$ cat src/rtl/aer_tx_seq.sv
// aer_tx_seq: START-triggered AER burst generator driving the ODIN AERIN 4-phase req/ack port.
//
// Emits a burst of address events, either sweeping FIRST_NEUR..LAST_NEUR with wrap or
// repeating FIRST_NEUR, with a programmable idle gap between handshakes. The burst ends
// after N_EVENTS handshakes (0 = until ABORT), always at a handshake boundary.
//
// Ports:
//   CLK, RST     clock, synchronous active-high reset
//   START        1-cycle pulse; latches config and begins a burst (ignored while BUSY)
//   ABORT        stop the burst at the next handshake boundary (sticky while BUSY)
//   MODE         0 = sweep FIRST..LAST with wrap, 1 = fixed neuron FIRST
//   FIRST_NEUR   first neuron index
//   LAST_NEUR    last neuron before wrap (sweep mode)
//   EVT_CODE     low address byte
//   GAP_CYC      idle cycles between ACK-low and next REQ rise
//   N_EVENTS     events per burst; 0 = run until ABORT
//   AERIN_ACK    ODIN acknowledge
//   AERIN_REQ    registered request
//   AERIN_ADDR   {1'b0, neuron, evt_code}, held for the whole handshake
//   BUSY         high while a burst is in progress
//   DONE         1-cycle pulse at burst end
//   EVT_CNT      completed handshakes since last START (wraps)
//
// Build option: define AER_ACK_SYNC_EN to pass AERIN_ACK through a 2-flop synchronizer
// (adds 2 cycles to every ACK edge response).

module aer_tx_seq #(
    parameter int unsigned NEUR_W = 8,
    parameter int unsigned GAP_W  = 16,
    parameter int unsigned CNT_W  = 16
) (
    input  logic              CLK,
    input  logic              RST,
    input  logic              START,
    input  logic              ABORT,
    input  logic              MODE,
    input  logic [NEUR_W-1:0] FIRST_NEUR,
    input  logic [NEUR_W-1:0] LAST_NEUR,
    input  logic [7:0]        EVT_CODE,
    input  logic [GAP_W-1:0]  GAP_CYC,
    input  logic [CNT_W-1:0]  N_EVENTS,
    input  logic              AERIN_ACK,
    output logic              AERIN_REQ,
    output logic [NEUR_W+8:0] AERIN_ADDR,
    output logic              BUSY,
    output logic              DONE,
    output logic [CNT_W-1:0]  EVT_CNT
);

    typedef enum logic [1:0] {StIdle, StReq, StAckLo, StGap} state_e;

    state_e            state_q, state_d;
    logic              mode_q, mode_d;
    logic [NEUR_W-1:0] first_q, first_d;
    logic [NEUR_W-1:0] last_q, last_d;
    logic [7:0]        code_q, code_d;
    logic [GAP_W-1:0]  gap_q, gap_d;
    logic [GAP_W-1:0]  gap_cnt_q, gap_cnt_d;
    logic              infinite_q, infinite_d;
    logic [CNT_W-1:0]  remain_q, remain_d;
    logic [NEUR_W-1:0] neur_q, neur_d;
    logic [CNT_W-1:0]  evt_cnt_q, evt_cnt_d;
    logic              abort_q, abort_d;
    logic              req_q, req_d;
    logic              busy_q, busy_d;
    logic              done_q, done_d;

    logic              ack;
    logic              abort_eff;
    logic [NEUR_W-1:0] next_neur;

`ifdef AER_ACK_SYNC_EN
    logic [1:0] ack_sync_q;

    always_ff @(posedge CLK) begin
        if (RST) ack_sync_q <= '0;
        else     ack_sync_q <= {ack_sync_q[0], AERIN_ACK};
    end

    assign ack = ack_sync_q[1];
`else
    assign ack = AERIN_ACK;
`endif

    // A same-cycle ABORT counts as well as the sticky flag, so the boundary decision
    // does not lag the request by a cycle.
    assign abort_eff = abort_q | ABORT;

    // Sweep wraps LAST -> FIRST; plain +1 rolls over 2^NEUR_W-1 -> 0 when FIRST > LAST.
    assign next_neur = mode_q ? neur_q :
                       (neur_q == last_q) ? first_q : neur_q + 1'b1;

    // State and datapath register
    always_ff @(posedge CLK) begin
        if (RST) begin
            state_q    <= StIdle;
            mode_q     <= 1'b0;
            first_q    <= '0;
            last_q     <= '0;
            code_q     <= '0;
            gap_q      <= '0;
            gap_cnt_q  <= '0;
            infinite_q <= 1'b0;
            remain_q   <= '0;
            neur_q     <= '0;
            evt_cnt_q  <= '0;
            abort_q    <= 1'b0;
            req_q      <= 1'b0;
            busy_q     <= 1'b0;
            done_q     <= 1'b0;
        end else begin
            state_q    <= state_d;
            mode_q     <= mode_d;
            first_q    <= first_d;
            last_q     <= last_d;
            code_q     <= code_d;
            gap_q      <= gap_d;
            gap_cnt_q  <= gap_cnt_d;
            infinite_q <= infinite_d;
            remain_q   <= remain_d;
            neur_q     <= neur_d;
            evt_cnt_q  <= evt_cnt_d;
            abort_q    <= abort_d;
            req_q      <= req_d;
            busy_q     <= busy_d;
            done_q     <= done_d;
        end
    end

    // Next-state logic
    always_comb begin
        state_d    = state_q;
        mode_d     = mode_q;
        first_d    = first_q;
        last_d     = last_q;
        code_d     = code_q;
        gap_d      = gap_q;
        gap_cnt_d  = gap_cnt_q;
        infinite_d = infinite_q;
        remain_d   = remain_q;
        neur_d     = neur_q;
        evt_cnt_d  = evt_cnt_q;
        done_d     = 1'b0;

        case (state_q)
            StIdle: begin
                if (START) begin
                    mode_d     = MODE;
                    first_d    = FIRST_NEUR;
                    last_d     = LAST_NEUR;
                    code_d     = EVT_CODE;
                    gap_d      = GAP_CYC;
                    remain_d   = N_EVENTS;
                    infinite_d = (N_EVENTS == '0);
                    evt_cnt_d  = '0;
                    if ((N_EVENTS == '0) && ABORT) begin
                        done_d = 1'b1;
                    end else begin
                        neur_d  = FIRST_NEUR;
                        state_d = StReq;
                    end
                end
            end
            StReq: begin
                if (ack) begin
                    evt_cnt_d = evt_cnt_q + 1'b1;
                    if (!infinite_q) remain_d = remain_q - 1'b1;
                    state_d = StAckLo;
                end
            end
            StAckLo: begin
                if (!ack) begin
                    if ((!infinite_q && (remain_q == '0)) || abort_eff) begin
                        state_d = StIdle;
                        done_d  = 1'b1;
                    end else begin
                        // REQ and ACK are both low here, so the address may change.
                        neur_d = next_neur;
                        if (gap_q == '0) begin
                            state_d = StReq;
                        end else begin
                            gap_cnt_d = gap_q;
                            state_d   = StGap;
                        end
                    end
                end
            end
            StGap: begin
                if (abort_eff) begin
                    state_d = StIdle;
                    done_d  = 1'b1;
                end else if (gap_cnt_q == GAP_W'(1)) begin
                    state_d = StReq;
                end else begin
                    gap_cnt_d = gap_cnt_q - 1'b1;
                end
            end
            default: state_d = StIdle;
        endcase
    end

    // Output logic: registered outputs follow the next state
    always_comb begin
        req_d   = (state_d == StReq);
        busy_d  = (state_d != StIdle);
        abort_d = (state_d == StIdle) ? 1'b0 : (abort_q | (busy_q & ABORT));
    end

    assign AERIN_REQ  = req_q;
    assign AERIN_ADDR = {1'b0, neur_q, code_q};
    assign BUSY       = busy_q;
    assign DONE       = done_q;
    assign EVT_CNT    = evt_cnt_q;

endmodule

$ cat config.mk
export PLATFORM = sky130hd
export DESIGN_NAME = aer_tx_seq
export DESIGN_NICKNAME = d
export VERILOG_FILES = /design/src/rtl/aer_tx_seq.sv
export SDC_FILE = /design/constraint.sdc
export NUM_CORES = 1
export LEC_CHECK = 0
export BUFFER_PORTS_ARGS = -buffer_cell sky130_fd_sc_hd__buf_2
export CORE_UTILIZATION = 35
export CTS_CLUSTER_DIAMETER = 200
export DETAILED_ROUTE_END_ITERATION = 10
export PLACE_DENSITY = 0.6
export SETUP_SLACK_MARGIN = 0.1
export SLEW_MARGIN = 40
export SYNTH_ARGS = -nofsm -noshare
export SYNTH_HDL_FRONTEND = slang
export SYNTH_SLANG_ARGS = --single-unit
$ cat constraint.sdc
create_clock -name CLK -period 6.38 [get_ports CLK]
set_input_delay 0.957 -clock CLK [delete_from_list [all_inputs] [get_ports CLK]]
set_output_delay 0.957 -clock CLK [all_outputs]
set_load 0.01 [all_outputs]
==> results of run 1 <==
-- worst max path at each step --
stage	start	to	cells past startpoint
after floorplan	START	remain_q[2]	8
after global placement	RST	EVT_CNT[12]	5
after detailed placement	START	remain_q[9]	7
after CTS	remain_q[7]	gap_cnt_q[0]	6
after global routing	remain_q[7]	gap_cnt_q[0]	6
final	remain_q[7]	gap_cnt_q[0]	6
-- cell usage after synthesis, drive strengths merged, types with 4 or more instances --
library cell | count | area, µm²
nor3 | 19 | 95.09
nor4 | 14 | 87.58
xor2 | 20 | 175.2
nand2b | 7 | 43.79
nand4 | 7 | 43.79
a211oi | 6 | 45.04
and3 | 5 | 31.28
dfxtp | 104 | 2082
inv | 12 | 45.04
buf | 10 | 68.80
o2111ai | 4 | 35.03
or2 | 9 | 56.30
or3 | 7 | 43.79
o211ai | 8 | 60.06
nor2b | 4 | 25.02
nor2 | 56 | 210.2
or4 | 4 | 33.78
nand2 | 134 | 503.0
a22oi | 6 | 45.04
a31oi | 7 | 43.79
o21ai | 50 | 254.0
a21oi | 88 | 444.2
clkbuf | 34 | 127.6
nand3 | 19 | 95.09
o32ai | 6 | 52.55
ha | 6 | 75.07
-- worst max-delay path, stage by stage, from the launching register on --
cell	delay, ns
dfxtp_1	0.38
or4_4	0.57
or3_1	0.48
o21a_4	0.28
o21bai_4	0.51
mux2i_1	0.29
a21oi_2	0.07
-- registers in the layout, summed over array words and instances (netlist names) --
name,count
last_q,8
mode_q,1
BUSY,1
state_q,2
AERIN_REQ,1
remain_q,16
DONE,1
neur_q,8
code_q,8
gap_q,16
EVT_CNT,16
gap_cnt_q,16
infinite_q,1
abort_q,1
first_q,8
-- metal layers --
| layer | wire (µm) | vias up | global-route usage [%] |
|---|---|---|---|
| li1 | - | 2553 | - |
| met1 | 6781 | 2271 | 26.36 |
| met2 | 5903 | 114 | 28.14 |
| met3 | 574 | 10 | 3.598 |
| met4 | 110 | 0 | 4.066 |
| met5 | 0 | - | 0 |
-- cells in the final DEF, fill, tap and decap left out, types with 7 or more instances in the layout --
| cell | Yosys | layout |
|---|---|---|
| buf_2 | 1 | 96 |
| xor2_1 | 20 | 20 |
| nor2_1 | 56 | 56 |
| or3_1 | 7 | 7 |
| nand2_1 | 134 | 133 |
| nor3_1 | 19 | 19 |
| nand3_1 | 19 | 19 |
| nor4_1 | 14 | 14 |
| dfxtp_1 | 104 | 104 |
| a21oi_1 | 87 | 87 |
| a31oi_1 | 7 | 7 |
| o211ai_1 | 8 | 8 |
| inv_1 | 12 | 12 |
| or2_2 | 9 | 9 |
| o21ai_0 | 48 | 48 |
| clkbuf_16 | 0 | 9 |
| nand4_1 | 7 | 7 |
-- cell families (layout without fill, tap and decap cells) --
family / count (synthesis) / in the layout / share of synthesized area, %
fa+ha+maj: 6 / 6 / 1.452
mux: 3 / 3 / 0.6052
buf+inv: 56 / 131 / 4.672
xor+xnor: 23 / 23 / 3.897
flops: 104 / 104 / 40.28
other cells: 1 / 1 / 0.07255
compound gates: 198 / 198 / 22.97
simple gates: 295 / 295 / 26.05
-- final cells by class --
class | count | area, µm² | share of cell area, %
clock inverter | 6 | 92.59 | 1.520
clock buffer | 10 | 229.0 | 3.760
sequential | 104 | 2082 | 34.19
tap | 184 | 230.2 | 3.781
multi-input combinational | 526 | 2858 | 46.93
timing repair buffer | 103 | 553.0 | 9.082
inverter | 12 | 45.04 | 0.7397
-- power by group --
part	switching, mW	internal (mW)	total, mW
clock	0.257	0.347	0.604
sequential	0.0411	0.687	0.728
combinational	0.161	0.102	0.263
total	0.460	1.14	1.60
==> impl_metrics.tcl, run 1 <==
set metrics [dict create \
    synthCells 686 \
    reg2reg_setup_slack_ns 3.68 \
    syn_to_final_growth_pct 17.82 \
    synth_edf_count 0 \
    cts_tree "built" \
    worstSetupStartpointType "flip-flop" \
    tns_ns 0 \
    placed_area_mm2 0.005768 \
    synth-seq-area-share_pct 40.28 \
    placedCellCount 929 \
    ys_ff_latch 104 \
    p_per_area_mw_per_mm2 262.0 \
    die_h_um 123.5 \
    std_cell_rows 44 \
    fin_ws_ns 3.681 \
    first_iter_violations 427 \
    maxCapViolations 0 \
    clk_path_buf_depth 2 \
    cts_setup_buffers 0 \
    ctsHtreeMaxLevel 3 \
    vias_per_cell 5.236 \
    cp.arrival_ns 2.93 \
    cts_sinks 104 \
    cts-root-buf "clkbuf_16" \
    crit_type "reg -> reg" \
    skew_ns 0.006851 \
    drc 0 \
    hold_viol 0 \
    core_region_area_mm2 0.01448 \
    cts_inserted_buffers 9 \
    grtUsageTotal_pct 18.34 \
    gr-total-overflow 0 \
    io_buffers 96 \
    hp-start "first_q[0]" \
    worstHoldEndpoint "first_q[0]" \
    hold_ws_ns 0.4557 \
    cts_hold_buf 0 \
    antenna_found_initial 0 \
    post-route-util_pct 42.06 \
    dp_hpwl_um 9236 \
    p_leak_nw 2.462 \
    synthArstFlopShare_pct 0 \
    design_area_mm2 0.006090 \
    r2r_end "gap_cnt_q[0]" \
    ant_nets 0 \
    status "complete, no violations" \
    syn_area_mm2 0.005169 \
    fmax_ghz 0.3705 \
    relSlewSlack_pct 56.61 \
    r2r_cells 6 \
    hold_path.class "reg -> reg" \
    holdPathStages 2 \
    cp.required_ns 6.61 \
    worst_pin_slew_ns 0.6495 \
    vias 4948 \
    grt_pass1_wl_um 22340 \
    grt_pass1_vias 4446 \
    worstReg2RegStart "remain_q[7]" \
    setup_violations 0 \
    drive_gt1_share_pct 18.00 \
    min_period_ns 2.699 \
    clkTransAtPathRegs_ns 0.07 \
    die_area_mm2 0.01526 \
    total_power_mw 1.596 \
    fin_crit_sh_pct 42.31 \
    wirelength_um 13370 \
    wl_per_cell_um 14.15 \
    ir_drop_mv 0.1493 \
    die_x_um 123.5 \
    n_antenna_cell 0 \
    path_max_fanout 31 \
    rsz0062_at_grt "false" \
    grt_max_degree 55 \
    n_fill_cell 1542 \
    drt-pass1-iter-count 4 \
    gp_congestion 0.8030 \
    finalNonFillerCells 945 \
    nNetsFinal 824 \
    yosys_most_used_dff "dfxtp_1" \
    drv_slew 0 \
    dpl_worst_slack_ns 3.698 \
    synth_warnings 0 \
    ctsResizeCount 0 \
    yosysUniqueCellTypes 59 \
    synth.avg_cell_area_um2 7.535 \
    start_util_pct 35.70 \
    synth.net_count 754 \
    clk-insertion-delay-late_ns 0.35 \
    end_kind "flip-flop" \
    ioPinCount 98 \
]
No activity file was read; power rests on OpenSTA's default activity.
==> inputs of run 2 (changes only) <==
==> constraint.sdc (replaced) <==
create_clock -name CLK -period 2.6 [get_ports CLK]
set_input_delay 0.39 -clock CLK [delete_from_list [all_inputs] [get_ports CLK]]
set_output_delay 0.39 -clock CLK [all_outputs]
set_load 0.01 [all_outputs]
==> impl_metrics.tcl, run 2 (synthesized netlist as in run 1, its figures left out) <==
set metrics [dict create \
    min_period_ns 2.310 \
    worstSetupStartpointType "flip-flop" \
    cts_tree "built" \
    grtUsageTotal_pct 18.15 \
    hold_viol 0 \
    grt_max_degree 82 \
    hold_path.class "in -> reg" \
    cts-root-buf "clkbuf_16" \
    grt_pass1_wl_um 21870 \
    ctsHtreeMaxLevel 3 \
    top_layer_used "met4" \
    crit_buf_inv 1 \
    n_fill_cell 1500 \
    cp.required_ns 2.88 \
    core_region_area_mm2 0.01448 \
    nNetsFinal 837 \
    critPathTopFamily "simple AND/OR/NAND/NOR gates" \
    io_buffers 96 \
    relSlewSlack_pct 46.48 \
    placed_area_mm2 0.005863 \
    first_iter_violations 317 \
    design_area_mm2 0.006158 \
    vias 4935 \
    drt-met1-wl_um 6751 \
    drc 0 \
    cp_slowest_stage_delay_ns 0.57 \
    gp_congestion 0.7882 \
    vias_per_cell 5.151 \
    die_h_um 123.5 \
    ant_nets 0 \
    maxCapViolations 0 \
    p_leak_nw 2.516 \
    drt-pass1-iter-count 4 \
    std_cell_rows 44 \
    wirelength_um 13490 \
    crit_type "reg -> reg" \
    cts_hold_buf 0 \
    cts_sinks 104 \
    cp.arrival_ns 2.59 \
    ir_drop_mv 0.5756 \
    path_max_fanout 20 \
    die_x_um 123.5 \
    grt_pass1_vias 4398 \
    layout_commonest_cell "nand2_1" \
    setup_violations 0 \
    drv_slew 0 \
    crit_slowest_cell "or4_4" \
    tns_ns 0 \
    fmax_ghz 0.4330 \
    layout_common_cells "nand2_1, dfxtp_1, buf_2, a21oi_1, nor2_1" \
    worstPathCellList "or4_4 > or3_4 > o21a_4 > o21bai_4 > buf_4 > o21ai_0 > a21oi_1" \
    drive_gt1_share_pct 19.12 \
    dr_wl_met3_um 641 \
    cts_inserted_buffers 9 \
    wl_per_cell_um 14.08 \
    p_per_area_mw_per_mm2 620.1 \
    rsz0062_at_grt "false" \
    dp_hpwl_um 9181 \
    clk_path_buf_depth 2 \
    reg2reg_setup_slack_ns 0.29 \
    n_antenna_cell 0 \
    fin_crit_sh_pct 88.83 \
    skew_ns 0.008108 \
    syn_to_final_growth_pct 19.15 \
    antenna_found_initial 0 \
    clkTransAtPathRegs_ns 0.07 \
    die_area_mm2 0.01526 \
    ioPinCount 98 \
    gr-total-overflow 0 \
    worst_pin_slew_ns 0.7974 \
    clk-insertion-delay-late_ns 0.35 \
    end_kind "flip-flop" \
    wl_met2_um 5954 \
    start_util_pct 35.70 \
    status "complete, no violations" \
]
==> run 2: cell type report <==
type	instances	area (µm²)	area share, %
clock buffer	11	232.7	3.779
clock inverter	5	57.56	0.9346
inverter	12	45.04	0.7314
multi-input combinational	526	2855	46.36
sequential	104	2082	33.81
tap	184	230.2	3.738
timing repair buffer	116	655.6	10.65
==> run 2: final timing paths <==
| path | from | end | cells past startpoint |
|---|---|---|---|
| worst max-delay path | remain_q[7] | gap_cnt_q[10] | 7 |
| worst min-delay path | EVT_CODE[3] | code_q[3] | 3 |
| worst max register to register | remain_q[7] | gap_cnt_q[10] | 7 |
| worst min register to register | code_q[7] | code_q[7] | 2 |
==> run 2: stage by stage <==
stage,hold WS (ns),total power [mW],worst slack [ns],instances,utilization (%)
floorplan,0.4338,2.257,0.3532,686,-
global placement,0.4410,2.492,0.2814,942,40.49
detailed placement,0.4435,2.491,0.1968,942,40.49
CTS,0.2537,3.859,0.1798,958,42.50
global route,0.2631,4.023,0.1583,958,42.53
finish,0.2678,3.819,0.2905,958,42.53
==> run 2: where the power goes <==
group | internal, mW | switching (mW) | total (mW) | leakage, nW
Sequential | 1.69 | 0.0911 | 1.78 | 0.850
Clock | 0.748 | 0.612 | 1.36 | 0.143
Combinational | 0.276 | 0.404 | 0.681 | 1.52
==> run 2: layer usage <==
metal / GRT usage, % / vias to the layer above
li1: - / 2572
met5: 0 / -
met1: 25.17 / 2245
met2: 28.14 / 109
met4: 4.819 / 0
met3: 4.105 / 9
==> run 2: worst min-delay path, delay by kind of cell <==
family | cells | cell delay, ns
buffers and inverters | 1 | 0.09
AND/OR/NAND/NOR | 1 | 0.04
AO/OA/AOI/OAI | 1 | 0.05
==> run 2: timing repair <==
action	4_1_cts	5_1_grt
gates resized for setup	0	2
endpoints found under the hold margin	0	0
setup buffers	0	0
endpoints found under the setup margin	0	2
